--- src/rtl/mem_pkg.sv ---
// Shared memory-array definitions used by the address decoders and the array itself.
package mem_pkg;

    // Widest index a single decoder instance is expected to handle.
    localparam int MAX_DECODE_WIDTH = 8;

    // Number of select lines produced by a decoder of the given index width.
    function automatic int num_lines(input int w);
        return 1 << w;
    endfunction

endpackage

--- src/rtl/predecode2.sv ---
// Predecoder for one address group: turns a 1- or 2-bit slice into one-hot lines.
module predecode2 #(
    parameter int WIDTH = 2
) (
    input  logic [WIDTH-1:0]      sel_i,
    output logic [(1<<WIDTH)-1:0] line_o
);

    // Raise exactly the line selected by the group value.
    always_comb begin
        line_o        = '0;
        line_o[sel_i] = 1'b1;
    end

endmodule

--- src/rtl/x_decode.sv ---
// One-hot row/column decoder: predecodes the index in 2-bit groups, ANDs the
// group lines into the final select plane, and optionally registers the result.
module x_decode
    import mem_pkg::*;
#(
    parameter int ADDR_WIDTH   = 4,
    parameter int REGISTER_OUT = 1
) (
    input  logic                            Clock,
    input  logic                            Reset,
    input  logic                            En,
    input  logic [ADDR_WIDTH-1:0]           addr,
    output logic [num_lines(ADDR_WIDTH)-1:0] loc,
    output logic                            loc_valid
);

    localparam int NUM_LINES  = num_lines(ADDR_WIDTH);
    localparam int NUM_GROUPS = (ADDR_WIDTH + 1) / 2;

    // Predecoded lines, one 4-line bundle per group; an odd trailing group only
    // drives its two low lines, the upper two stay at zero.
    logic [NUM_GROUPS-1:0][3:0] preLines;

    logic [NUM_LINES-1:0] loc_d;
    logic                 valid_d;

    genvar g;
    generate
        for (g = 0; g < NUM_GROUPS; g++) begin : gen_group
            if ((2 * g + 2) <= ADDR_WIDTH) begin : gen_pair
                logic [3:0] lines;
                predecode2 #(.WIDTH(2)) u_pre (
                    .sel_i  (addr[2*g+1:2*g]),
                    .line_o (lines)
                );
                assign preLines[g] = lines;
            end else begin : gen_single
                logic [1:0] lines;
                predecode2 #(.WIDTH(1)) u_pre (
                    .sel_i  (addr[2*g]),
                    .line_o (lines)
                );
                assign preLines[g] = {2'b00, lines};
            end
        end
    endgenerate

    // AND plane: each select is the product of its matching line from every group, gated by En.
    always_comb begin
        loc_d   = '0;
        valid_d = En;
        for (int k = 0; k < NUM_LINES; k++) begin
            logic term;
            term = En;
            for (int gi = 0; gi < NUM_GROUPS; gi++) begin
                term = term & preLines[gi][(k >> (2 * gi)) & 3];
            end
            loc_d[k] = term;
        end
    end

    generate
        if (REGISTER_OUT != 0) begin : gen_reg
            logic [NUM_LINES-1:0] loc_q;
            logic                 valid_q;

            // Output flops reload every edge; disabled decode loads zero, reset clears at once.
            always_ff @(posedge Clock or posedge Reset) begin
                if (Reset) begin
                    loc_q   <= '0;
                    valid_q <= 1'b0;
                end else begin
                    loc_q   <= loc_d;
                    valid_q <= valid_d;
                end
            end

            assign loc       = loc_q;
            assign loc_valid = valid_q;
        end else begin : gen_comb
            // The clock has no role when the decode is purely combinational.
            logic unusedClock;
            assign unusedClock = Clock;

            // Pass the decode straight through, still forced to zero while reset is held.
            always_comb begin
                loc       = Reset ? '0 : loc_d;
                loc_valid = Reset ? 1'b0 : valid_d;
            end
        end
    endgenerate

endmodule

--- config.mk ---
export PLATFORM = sky130hd
export DESIGN_NAME = x_decode
export DESIGN_NICKNAME = d
export VERILOG_FILES = /design/src/rtl/mem_pkg.sv /design/src/rtl/predecode2.sv /design/src/rtl/x_decode.sv
export SDC_FILE = /design/constraint.sdc
export NUM_CORES = 1
export LEC_CHECK = 0
export ABC_AREA = 1
export BUFFER_PORTS_ARGS = -buffer_cell sky130_fd_sc_hd__clkbuf_2
export CORE_AREA = 2 2 39 41
export DETAILED_ROUTE_END_ITERATION = 10
export DIE_AREA = 0 0 41 43
export PLACE_DENSITY_LB_ADDON = 0.15
export SLEW_MARGIN = 20
export SYNTH_ARGS = -nofsm -noshare
export SYNTH_HDL_FRONTEND = slang
export SYNTH_SLANG_ARGS = --single-unit
--- constraint.sdc ---
create_clock -name Clock -period 1.1 [get_ports Clock]
set_input_delay 0.11 -clock Clock [delete_from_list [all_inputs] [get_ports Clock]]
set_output_delay 0.11 -clock Clock [all_outputs]
set_load 0.005 [all_outputs]
Yosys cells after proc, flatten, opt, wreduce, memory -nomap -nowiden
Cells that the tools add are included.
{"block": "word_totals", "word_cells": 32, "regBits": 17, "output_inout_bits": 17, "inputBits": 7}
{"block": "classes", "reduce_logical": 2, "n_mux": 4, "n_lt_le_gt_ge": 4, "bitwise_logic": 20}
{"op": "1-bit AND", "n": 20}
{"op": "2-bit by 3-bit < comparator with 1-bit output, second input constant", "n": 2}
{"op": "1-bit demux with 2-bit select", "n": 2}
{"op": "2-bit by 1-bit >= comparator with 1-bit output, second input constant", "n": 2}
{"op": "1-bit logical AND", "n": 2}
{"op": "1-bit two-way mux", "n": 2}

Logic depth before layout (Yosys ltp)
Gate-level depths: netlist (run 1).
{"block": "logic_depth", "word_depth": 6, "mapped_depth": 3}

Modules after synthesis
Synthesis (run 1) repeated with hierarchy kept, for this count alone.
{"block": "unflattened", "hier_cells": 56, "area_unflattened_um2": 571.8}
{"mod": "x_decode", "instances": 1, "seq_area_each_um2": 425.4, "area_per_inst_um2": 519.2, "cells_each": 42}
{"mod": "predecode2", "instances": 2, "seq_area_each_um2": 0.0, "area_per_inst_um2": 26.3, "cells_each": 7}

Worst setup path after synthesis (run 1)
No wires, ideal clock.
{"block": "synth_timing", "path_kind": "reg2out", "from": "register gen_reg.loc_q[0], in the netlist loc[0]", "to": "output loc[0]", "n_path_buf": 0, "arrival_time_ns": 0.349, "slack_ns": 0.641, "stages_incl_launch_ff": 1, "path_cell_list": "dfrtp_1"}
{"item": "from (decl)", "line_no": "x_decode.sv:64", "text": "logic [NUM_LINES-1:0] loc_q;"}
{"item": "from (signal assigned)", "line_no": "x_decode.sv:73", "text": "loc_q <= loc_d;"}
{"item": "to (decl)", "line_no": "x_decode.sv:13", "text": "output logic [num_lines(ADDR_WIDTH)-1:0] loc,"}
No word-level cell between the ends.

Worst setup path in the final report (run 1)
{"block": "layout_timing", "from": "register gen_reg.loc_q[5], in the netlist loc[5]", "to": "output loc[5]"}
No word-level cell between the ends.

==> run summary, run 1 <==
For this run, the top clock speed supported by timing is 1150 MHz. The floorplan step set the die height to 43 um. The arrival time of data at the critical path endpoint is 0.76 ns. By area the synthesized netlist is led by sky130_fd_sc_hd__dfrtp_1 79%, sky130_fd_sc_hd__nor2_1 12%, sky130_fd_sc_hd__inv_1 3.5%. The met3 capacity usage during global routing came out at 3.14%. In this run the horizontal extent of the chip is 41 um. Across the run, the number of max-cap violations was 0. Setup repair after global routing left no endpoint under its margin. The number of buffers on the longest clock path is 2.

The TritonCTS buffer count is 3. The total power came out at 1020 uW. The switching power share of the total came out at 21.5%. The final period utilization is 79.2%. Hold repair after CTS inserted 2 buffers. The antenna violation net count after detailed routing is 0.

The first-pass detailed-route iteration total is 3. The number of synthesized flops with an enable pin came out at 0. The cell family contributing the most delay on the critical path is flip-flops. The most used flip-flop cell after synthesis is sky130_fd_sc_hd__dfrtp_1. The static leakage power is 0.000428 uW. Routability-driven placement finished with a final weighted congestion of 0.725. On the critical path, the stage with the largest delay is an instance of sky130_fd_sc_hd__dfrtp_1. The register bit count reported by yosys is 17.

The end of the critical path is loc[5]. Together, buffers and inverters on the worst path number 1. The signal on the critical path passes through clkbuf_2. The total detailed-routing wirelength came out at 950 um.

The proportion of register bits with asynchronous set or reset after synthesis is 100%. The number of hold violations in the final report is 0. The wire-length estimate of the detail-placed layout is 726 um. The part of the Yosys area used for sequential elements is 78.5%. The routed wirelength normalized by instance count came out at 10.2 um. The final layout contains 85 nets. In this run the tool buffered the top-level ports with 23 buffer cells. The floorplan step defined a core boundary enclosing 0.00138 mm2. The first-pass GRT wire length is 1.49 mm.

The required arrival time at the worst endpoint came out at 0.99 ns. On the worst path, the slowest cell contributes a delay of 0.38 ns. The largest total area in the synthesized netlist belongs to sky130_fd_sc_hd__dfrtp_1.

The path class of the tightest hold or removal check is input port to flop. The total internal power came out at 805 uW. Across all layers, the routed design uses 405 vias.

The power per unit of standard cell area is 1400 mW/mm2. The relative slew slack came out at 86.4%. The minimum clock period is 0.872 ns. Gates resized during post-CTS repair numbered 0. The number of stages on the worst setup path came out at 1. Clock tree synthesis found a total of 17 sinks.

Sequential cells account for 62.3% of the total power. For the pin with the worst max-slew slack, the measured transition is 0.205 ns. The initial antenna violation count came out at 0. The combined area of all synthesized cells is 542 um2. The count of final setup violators came out at 0. The number of antenna cells inserted is 0.

CTS placed an instance of sky130_fd_sc_hd__clkbuf_4 at the clock tree root. The peak fanout along the critical path came out at 1. From synthesis to final layout, the design area changed by 34.9%. STA classifies the critical path startpoint as a flop. Synthesis handed over a netlist of 47 instances. CTS built an H-tree with a depth of 1. Each instance of the synthesized netlist takes up on average 11.5 um2. The count of different cell masters after synthesis came out at 5.

The met1 track demand over resource came out at 18.5%. The number of pins exceeding their max-slew limit in the final report was 0. Global routing consumed, over all layers together, 13.3% of the routing resources. The global-route met2 utilization came out at 17.2%. Ranked by instance count, the synthesized netlist is headed by 17 x sky130_fd_sc_hd__dfrtp_1, 17 x sky130_fd_sc_hd__nor2_1, 5 x sky130_fd_sc_hd__inv_1, 5 x sky130_fd_sc_hd__nand2_1, 3 x sky130_fd_sc_hd__nand3_1. The run finished with clean final reports. After detailed routing, the number of vias per cell comes to 4.35. The clock group share of total power is 30.4%. The number of DRC violations after detailed routing came out at 0. The total congestion overflow after global routing is 0. In this run the power spent charging and discharging nets is 220 uW. The maximum number of pins on one net before global-route repair came out at 18. The TritonCTS clock tree is yes.

The post-placement cell count came out at 87. The via count of the first global-routing pass is 359. The worst-case IR drop observed on VDD is 0.686 mV. The post-CTS clock slew at the launch and capture registers of the worst setup and hold paths is 0.09 ns. The synthesized design devotes to its leading area cell type 78.5% of total area. For this design the top-level I/O count stands at 24. STA classifies the critical path endpoint as an output pin.

The timing startpoint of the critical path is loc[5]. The sum of negative setup slack came out at 0 ns. The critical path in this run is classified as flop to output pin. met1 is the most crowded layer.

The final standard cell count with taps included and fillers excluded came out at 93. The synthesized netlist net count came out at 54. The die covers 0.00176 mm2. The total number of placement rows came out at 14. The proportion of power drawn by combinational gates is 7.3%. The filler cells instantiated in the layout total 126. The layout cell share with drive strength beyond 1 came out at 35.1%. The post-CTS setup-driven buffer insertion count is 0. Yosys printed 0 warnings. The worst hold path begins at addr[2]. The initial utilization of the core area, before any placement, comes to 39.2%. The number of DRC violations after detailed-routing iteration 0 came out at 4.
-- state kept, by name, summed over array words and instances (netlist names) --
| name | count |
|---|---|
| loc | 16 |
| loc_valid | 1 |
-- placed cells by master, fill, tap and decap left out, drive strengths merged --
cell type	instances
buf	1
clkbuf	27
dfrtp	17
dlygate4sd3	2
inv	5
nand2	5
nand3	3
nor2	17
-- stage by stage --
stage | setup WS, ns | cell area (um2) | hold WS [ns] | util (%)
6_report | 0.228 | 731 | 0.155 | 52.8
5_1_grt | 0.179 | 731 | 0.166 | 52.8
4_1_cts | 0.212 | 731 | 0.143 | 52.8
3_5_place_dp | 0.458 | 684 | 0.106 | 49.5
3_3_place_gp | 0.477 | 684 | 0.107 | 49.5
2_1_floorplan | 0.641 | 542 | 0.0361 | -
-- tightest hold or removal path: cells and delay by family --
family,cells,cell delay (ns)
buf+inv,1,0.09
simple gates,2,0.19
-- layer usage --
metal,up-vias,share of wire (%)
met1,185,47
met5,-,0
met3,2,7.2
met4,0,1.1
met2,17,45
li1,201,-
-- power by group through the flow --
| stage | clock [uW] | sequential, uW | combinational [uW] |
|---|---|---|---|
| finish | 311 | 638 | 75.3 |
| CTS | 323 | 639 | 76.4 |
| floorplan | 0 | 652 | 30.9 |
| detailed placement | 0 | 651 | 70.7 |
| global placement | 0 | 651 | 70.3 |
| global route | 357 | 640 | 87.1 |
-- worst min path at each step --
stage,endpoint,slack (ns),cells after the start
after floorplan,loc[0],0.04,1
final,loc[13],0.15,3
after CTS,loc[14],0.14,3
after detailed placement,loc[1],0.11,3
after global placement,loc[1],0.11,3
after global routing,loc[9],0.17,3
-- cell type report --
type	instances	area [um2]	area share [%]
repair buffers	26	143	19.5
flip-flops and latches	17	425	58.2
well taps	16	20.0	2.74
multi-input cells	25	97.6	13.4
clock buffers	4	26.3	3.60
inverters	5	18.8	2.57
-- kinds of logic after synthesis --
logic type | synth area share [%]
AND/OR/NAND/NOR | 18.0
flip-flops | 78.5
buffers and inverters | 3.46
Note: power is estimated with default switching activity, not from simulation.
==> run 2, diff against run 1 <==
--- a/config.mk
+++ b/config.mk
@@ -7,9 +7,9 @@
 export LEC_CHECK = 0
 export ABC_AREA = 1
 export BUFFER_PORTS_ARGS = -buffer_cell sky130_fd_sc_hd__clkbuf_2
-export CORE_AREA = 2 2 39 41
+export CORE_MARGIN = 2
+export CORE_UTILIZATION = 38
 export DETAILED_ROUTE_END_ITERATION = 10
-export DIE_AREA = 0 0 41 43
 export PLACE_DENSITY_LB_ADDON = 0.15
 export SLEW_MARGIN = 20
 export SYNTH_ARGS = -nofsm -noshare
==> constraint.sdc (replaced) <==
create_clock -name Clock -period 0.8 [get_ports Clock]
set_input_delay 0.08 -clock Clock [delete_from_list [all_inputs] [get_ports Clock]]
set_output_delay 0.08 -clock Clock [all_outputs]
set_load 0.005 [all_outputs]
==> run summary, run 2 (synthesis results as in run 1) <==
The flow ran to the end, but the final reports show violations. The final reports fail on negative setup slack. Along the worst path, the maximum fanout reaches 1. The largest vdd supply drop is 1.16 mV.

The via count of the first global-routing pass is 392. The tightest min-delay check is of the input port to flop type. The number of pins exceeding their max-slew limit in the final report came out at 0. The total number of placement rows came out at 13. The required arrival time at the worst endpoint is 0.72 ns.

Measured against its own limit, the worst slew margin works out to 86.1%. Dividing total power by cell area gives a power density of 1950 mW/mm2. The minimum clock period came out at 0.845 ns.

The number of setup buffers added after CTS is 0. The wire-length estimate of the detail-placed layout is 746 um. The TritonCTS clock tree is yes. The area growth from synthesis to layout is 34.6%.

The total I/O pin count came out at 24. The number of buffers on the longest clock path is 2. The final core area utilization came out at 55.4%. 0 antenna diodes ended up in the layout. The width of the chip came out at 41.8 um. Setup violations remaining at the end of the flow were counted as 17. The critical path in this run is classified as flop to output pin. The core outline area came out at 0.00132 mm2. Cells with a size suffix above 1 make up 35.1% of the layout.

Setup repair after global routing could not meet its margin everywhere. The die area is 0.00174 mm2. The sum of negative setup slack came out at -0.596 ns. Max-cap violations in this run came to 0. The number of clock sinks came out at 17. In this run the static leakage power is 0.000428 uW. Counting both buffers and inverters, the worst setup path holds a total of 1. Setup slack on the critical path of the routed design comes to -0.0452 ns. At the end of the flow, the number of nets in the layout was 85. The first-pass GRT wire length is 1.65 mm. The post-CTS clock slew at the launch and capture registers of the worst setup and hold paths is 0.09 ns. Across all hold checks on the routed design, the worst slack comes to 0.115 ns. Once the floorplan was initialized, standard cells occupied 41.1% of the core. The worst-margin pin slew came out at 0.208 ns.

The delay of the slowest critical-path stage is 0.38 ns. The number of port buffers is 23. The routed layout has 404 vias.

The number of hold violations in the final report is 0. The total detailed-routing wirelength came out at 967 um. Once detail routing completed, the nets flagged for antenna violations numbered 0.

The first detailed-routing pass took 2 iterations. The global-route total usage across every layer is 12.5%. The maximum level of the CTS H-tree came out at 1. The arrival time of data at the critical path endpoint is 0.77 ns. The slowest cell on the critical path is sky130_fd_sc_hd__dfrtp_1. The maximum number of pins on one net before global-route repair came out at 18. The number of cells upsized or downsized after cts came out at 0. After layout, the worst path uses 106% of the clock period. The total power is 1420 uW. The flip-flop count of the largest register, all copies and words added is 16. The most common cell after layout, fill and taps aside is sky130_fd_sc_hd__clkbuf_2. In this run the clock root is driven by a sky130_fd_sc_hd__clkbuf_4. The achievable frequency is 1180 MHz. In this run, CTS created clock tree buffers numbering 3. Grouping stages by cell kind, the critical path spends the most delay in flip-flops.

The worst setup path is captured at an output pin. The layout has 126 filler cells. The initial antenna violation count is 0. STA classifies the critical path startpoint as a flop. The total congestion overflow after global routing is 0. In the layout the commonest cells are 23 x sky130_fd_sc_hd__clkbuf_2, 17 x sky130_fd_sc_hd__nor2_1, 17 x sky130_fd_sc_hd__dfrtp_1.

Prior to clock tree synthesis, the placed netlist has a worst setup slack of 0.220 ns. Dividing the detail-routed wire length by the instance count gives 10.5 um. Using the TritonRoute via totals, the vias-per-cell ratio works out to 4.39.

The vertical die dimension came out at 41.8 um. Walking the worst path, the cells encountered are clkbuf_2. For this block, the initial DRC count from the detailed router was 8. The final weighted congestion in routability-driven placement is 0.748.

The number of DRC violations after detailed routing is 0.
-- run 2: cell counts in the layout (fill, tap and decap cells not counted) --
No cell type changed its count.
-- run 2: routing by layer --
layer | track usage (%) | up-vias | part of all wire, %
met4 | 1.94 | 0 | 0
met1 | 16.2 | 187 | 44
met5 | 0 | - | 0
met2 | 19.7 | 15 | 48
met3 | 5.65 | 0 | 8.0
li1 | - | 202 | -
-- run 2: power breakdown --
| group | leakage (uW) | switching (uW) | internal, uW |
|---|---|---|---|
| clock | 0.0000150 | 245 | 194 |
| sequential | 0.000233 | 3.78 | 874 |
| combinational | 0.000180 | 63.9 | 39.9 |
| total | 0.000428 | 313 | 1110 |
-- run 2: what timing repair did --
action	CTS	global route
endpoints found under the hold margin	18	0
hold buffers	2	0
endpoints found under the setup margin	17	17
-- run 2: layout make-up --
class                   instances  area, um2  share of cell area, %
clock buffers                   4       26.3                   3.60
inverters                       5       18.8                   2.57
multi-input cells              25       97.6                   13.4
flip-flops and latches         17        425                   58.3
well taps                      15       18.8                   2.57
repair buffers                 26        143                   19.6
-- run 2: path summary, 6_finish.rpt --
path                       slack, ns    start  cells after the start   endpoint
min                             0.11  addr[2]                      3    loc[14]
max                            -0.05   loc[5]                      1     loc[5]
min in group asynchronous       0.32    Reset                      4     loc[8]
max in group asynchronous       0.30    Reset                      4  loc_valid
-- run 2: through the flow --
stage	instances	instance area, um2
after floorplan	47	542
after global placement	86	683
after detailed placement	86	683
after CTS	92	729
after global routing	92	729
final	92	729
-- run 2: worst min-delay path: cells and delay by family --
kind | cells | cell delay, ns
and+or+nand+nor | 2 | 0.18
buffers and inverters | 1 | 0.10
==> run 3, diff against run 2 <==
--- a/config.mk
+++ b/config.mk
@@ -7,7 +7,7 @@
 export LEC_CHECK = 0
 export ABC_AREA = 1
 export BUFFER_PORTS_ARGS = -buffer_cell sky130_fd_sc_hd__clkbuf_2
-export CORE_MARGIN = 2
+export CORE_MARGIN = 3
 export CORE_UTILIZATION = 38
 export DETAILED_ROUTE_END_ITERATION = 10
 export PLACE_DENSITY_LB_ADDON = 0.15
==> run summary, run 3 (synthesis results as in run 1) <==
The number of stages on the worst setup path is 1. The number of antenna cells inserted is 0. The number of pins exceeding their max-slew limit in the final report was 0. The maximum level of the CTS H-tree is 1. The placement-stage worst setup slack is 0.192 ns. The fill cell instance count of the final layout is 108.

The worst-margin pin slew came out at 0.207 ns. The switching power share of the total came out at 21.7%. The total internal power is 1110 uW. In this run, the number of DRC markers left after iteration 0 of detailed routing was 4. The post-CTS setup-driven buffer insertion count is 0.

The classification of the worst setup path is flop to output pin. The minimum clock period is 0.847 ns. The sum of negative setup slack came out at -0.525 ns. STA classifies the critical path startpoint as a flop.

Buffers inserted during clock tree synthesis total 3. The first TritonRoute pass finished after 3 iterations. The final reports fail on negative setup slack.

Leaving out fill and tap cells, the most frequent cell in the layout is sky130_fd_sc_hd__clkbuf_2. The post-CTS clock slew at the launch and capture registers of the worst setup and hold paths is 0.09 ns. The relative slew slack is 86.2%. The first-pass GRT wire length came out at 1.73 mm. The worst hold path depth is 3. The sum of net half-perimeters after detailed placement came out at 757 um. The total congestion overflow after global routing came out at 0. Of the total power, the clock network draws 30.5%. The delay of the slowest critical-path stage came out at 0.38 ns. The global-route total usage across every layer is 12.8%.

The die covers 0.00191 mm2. The peak fanout along the critical path came out at 1. The worst hold slack came out at 0.120 ns. In the layout the commonest cells are 22 x sky130_fd_sc_hd__clkbuf_2, 17 x sky130_fd_sc_hd__nor2_1, 17 x sky130_fd_sc_hd__dfrtp_1. The share of total power dissipated in sequential elements is 62.1%.

The routed wirelength normalized by instance count is 11.1 um. The analysis attributes to cell leakage a power of 0.000429 uW. The total number of placement rows is 12. The largest individual stage delay along the critical path comes from the cell sky130_fd_sc_hd__dfrtp_1. The proportion of power drawn by combinational gates came out at 7.5%. The initial antenna violation count came out at 0. The path with the worst hold slack has its endpoint at loc[12]. The sequential cell area came out at 425 um2. The signal on the critical path passes through clkbuf_2. The number of clock sinks came out at 17. At the end of routability-driven placement, the weighted congestion stood at 0.692. The total detailed-routing wirelength is 1.01 mm. The worst setup path is captured at an output pin. The required arrival time at the worst endpoint is 0.72 ns. The number of port buffers is 23. Setup repair after global routing could not meet its margin everywhere. The footprint of the multi-input gates came out at 97.6 um2. Setup violations remaining at the end of the flow were counted as 17. The number of DRC violations after detailed routing came out at 0. The number of buffers on the longest clock path is 2. The post-detailed-route via-to-cell ratio is 4.29. The total I/O pin count is 24. The total power is 1410 uW. The tree is rooted in a sky130_fd_sc_hd__clkbuf_4.

The layout cell share with drive strength beyond 1 came out at 35.1%. The maximum number of pins on one net before global-route repair came out at 18. The final net count is 85. The width of the chip is 43.8 um.

VDD sags by at most 1.04 mV. The number of buffers and inverters on the critical path is 1. The via count of the first global-routing pass is 371. The post-placement cell count is 85. The vertical die dimension is 43.8 um. The arrival time of data at the critical path endpoint came out at 0.77 ns.

The final period utilization is 106%. The detailed router placed 390 vias in this run. For this design the total switching power over the nets is 307 uW. The power per unit of standard cell area came out at 1940 mW/mm2. The final worst setup slack came out at -0.0468 ns.

The tightest min-delay check is of the input port to flop type. Grouping stages by cell kind, the critical path spends the most delay in flip-flops. The antenna violation net count after detailed routing is 0.

The number of hold violations in the final report was 0. The max-capacitance violation count came out at 0. The TritonCTS clock tree is yes. The startpoint of the most critical hold path is addr[3]. The area growth from synthesis to layout is 34.4%. Once the floorplan was initialized, standard cells occupied 44.5% of the core. The flip-flop count of the largest register, all copies and words added is 16.

The core outline area came out at 0.00122 mm2. The final standard cell count with taps included and fillers excluded came out at 91. The achievable frequency came out at 1180 MHz. The flow ran to the end, but the final reports show violations.
-- run 3: cell types whose count changed in the layout (fill, tap and decap cells not counted), sizes merged --
| cell | change |
|---|---|
| buf | +1 |
| clkbuf | -1 |
-- run 3: worst max path at each step --
stage                  from  endpoint
global placement    addr[1]    loc[0]
global route         loc[7]    loc[7]
CTS                 loc[15]   loc[15]
detailed placement  addr[0]    loc[2]
finish              loc[15]   loc[15]
floorplan            loc[0]    loc[0]
-- run 3: layout make-up --
class	instances	area share (%)
repair buffers	26	19.6
well taps	14	2.41
clock buffers	4	3.61
flip-flops and latches	17	58.4
multi-input cells	25	13.4
inverters	5	2.58
-- run 3: routing by layer --
metal | wire length, um | track usage, % | up-vias
li1 | - | - | 200
met1 | 498 | 18.5 | 172
met2 | 428 | 17.7 | 16
met3 | 76 | 2.49 | 2
met4 | 5 | 7.23 | 0
met5 | 0 | 0 | -
-- run 3: metrics by stage --
step / area (um2) / utilization, %
after floorplan: 542 / -
after global placement: 682 / 56.1
after CTS: 728 / 59.9
final: 728 / 59.9
after global routing: 728 / 59.9
after detailed placement: 682 / 56.1
-- run 3: power groups by stage --
stage / registers, uW / clock network (uW) / logic (uW)
after floorplan: 897 / 0 / 42.5
after global placement: 895 / 0 / 97.4
after detailed placement: 895 / 0 / 100
after CTS: 878 / 448 / 108
after global routing: 880 / 498 / 119
final: 877 / 431 / 105
-- run 3: repair_timing --
item | 4_1_cts | 5_1_grt
hold buffers | 2 | 0
setup endpoints to repair | 17 | 17
endpoints found under the hold margin | 18 | 0
resized for setup | 0 | 1
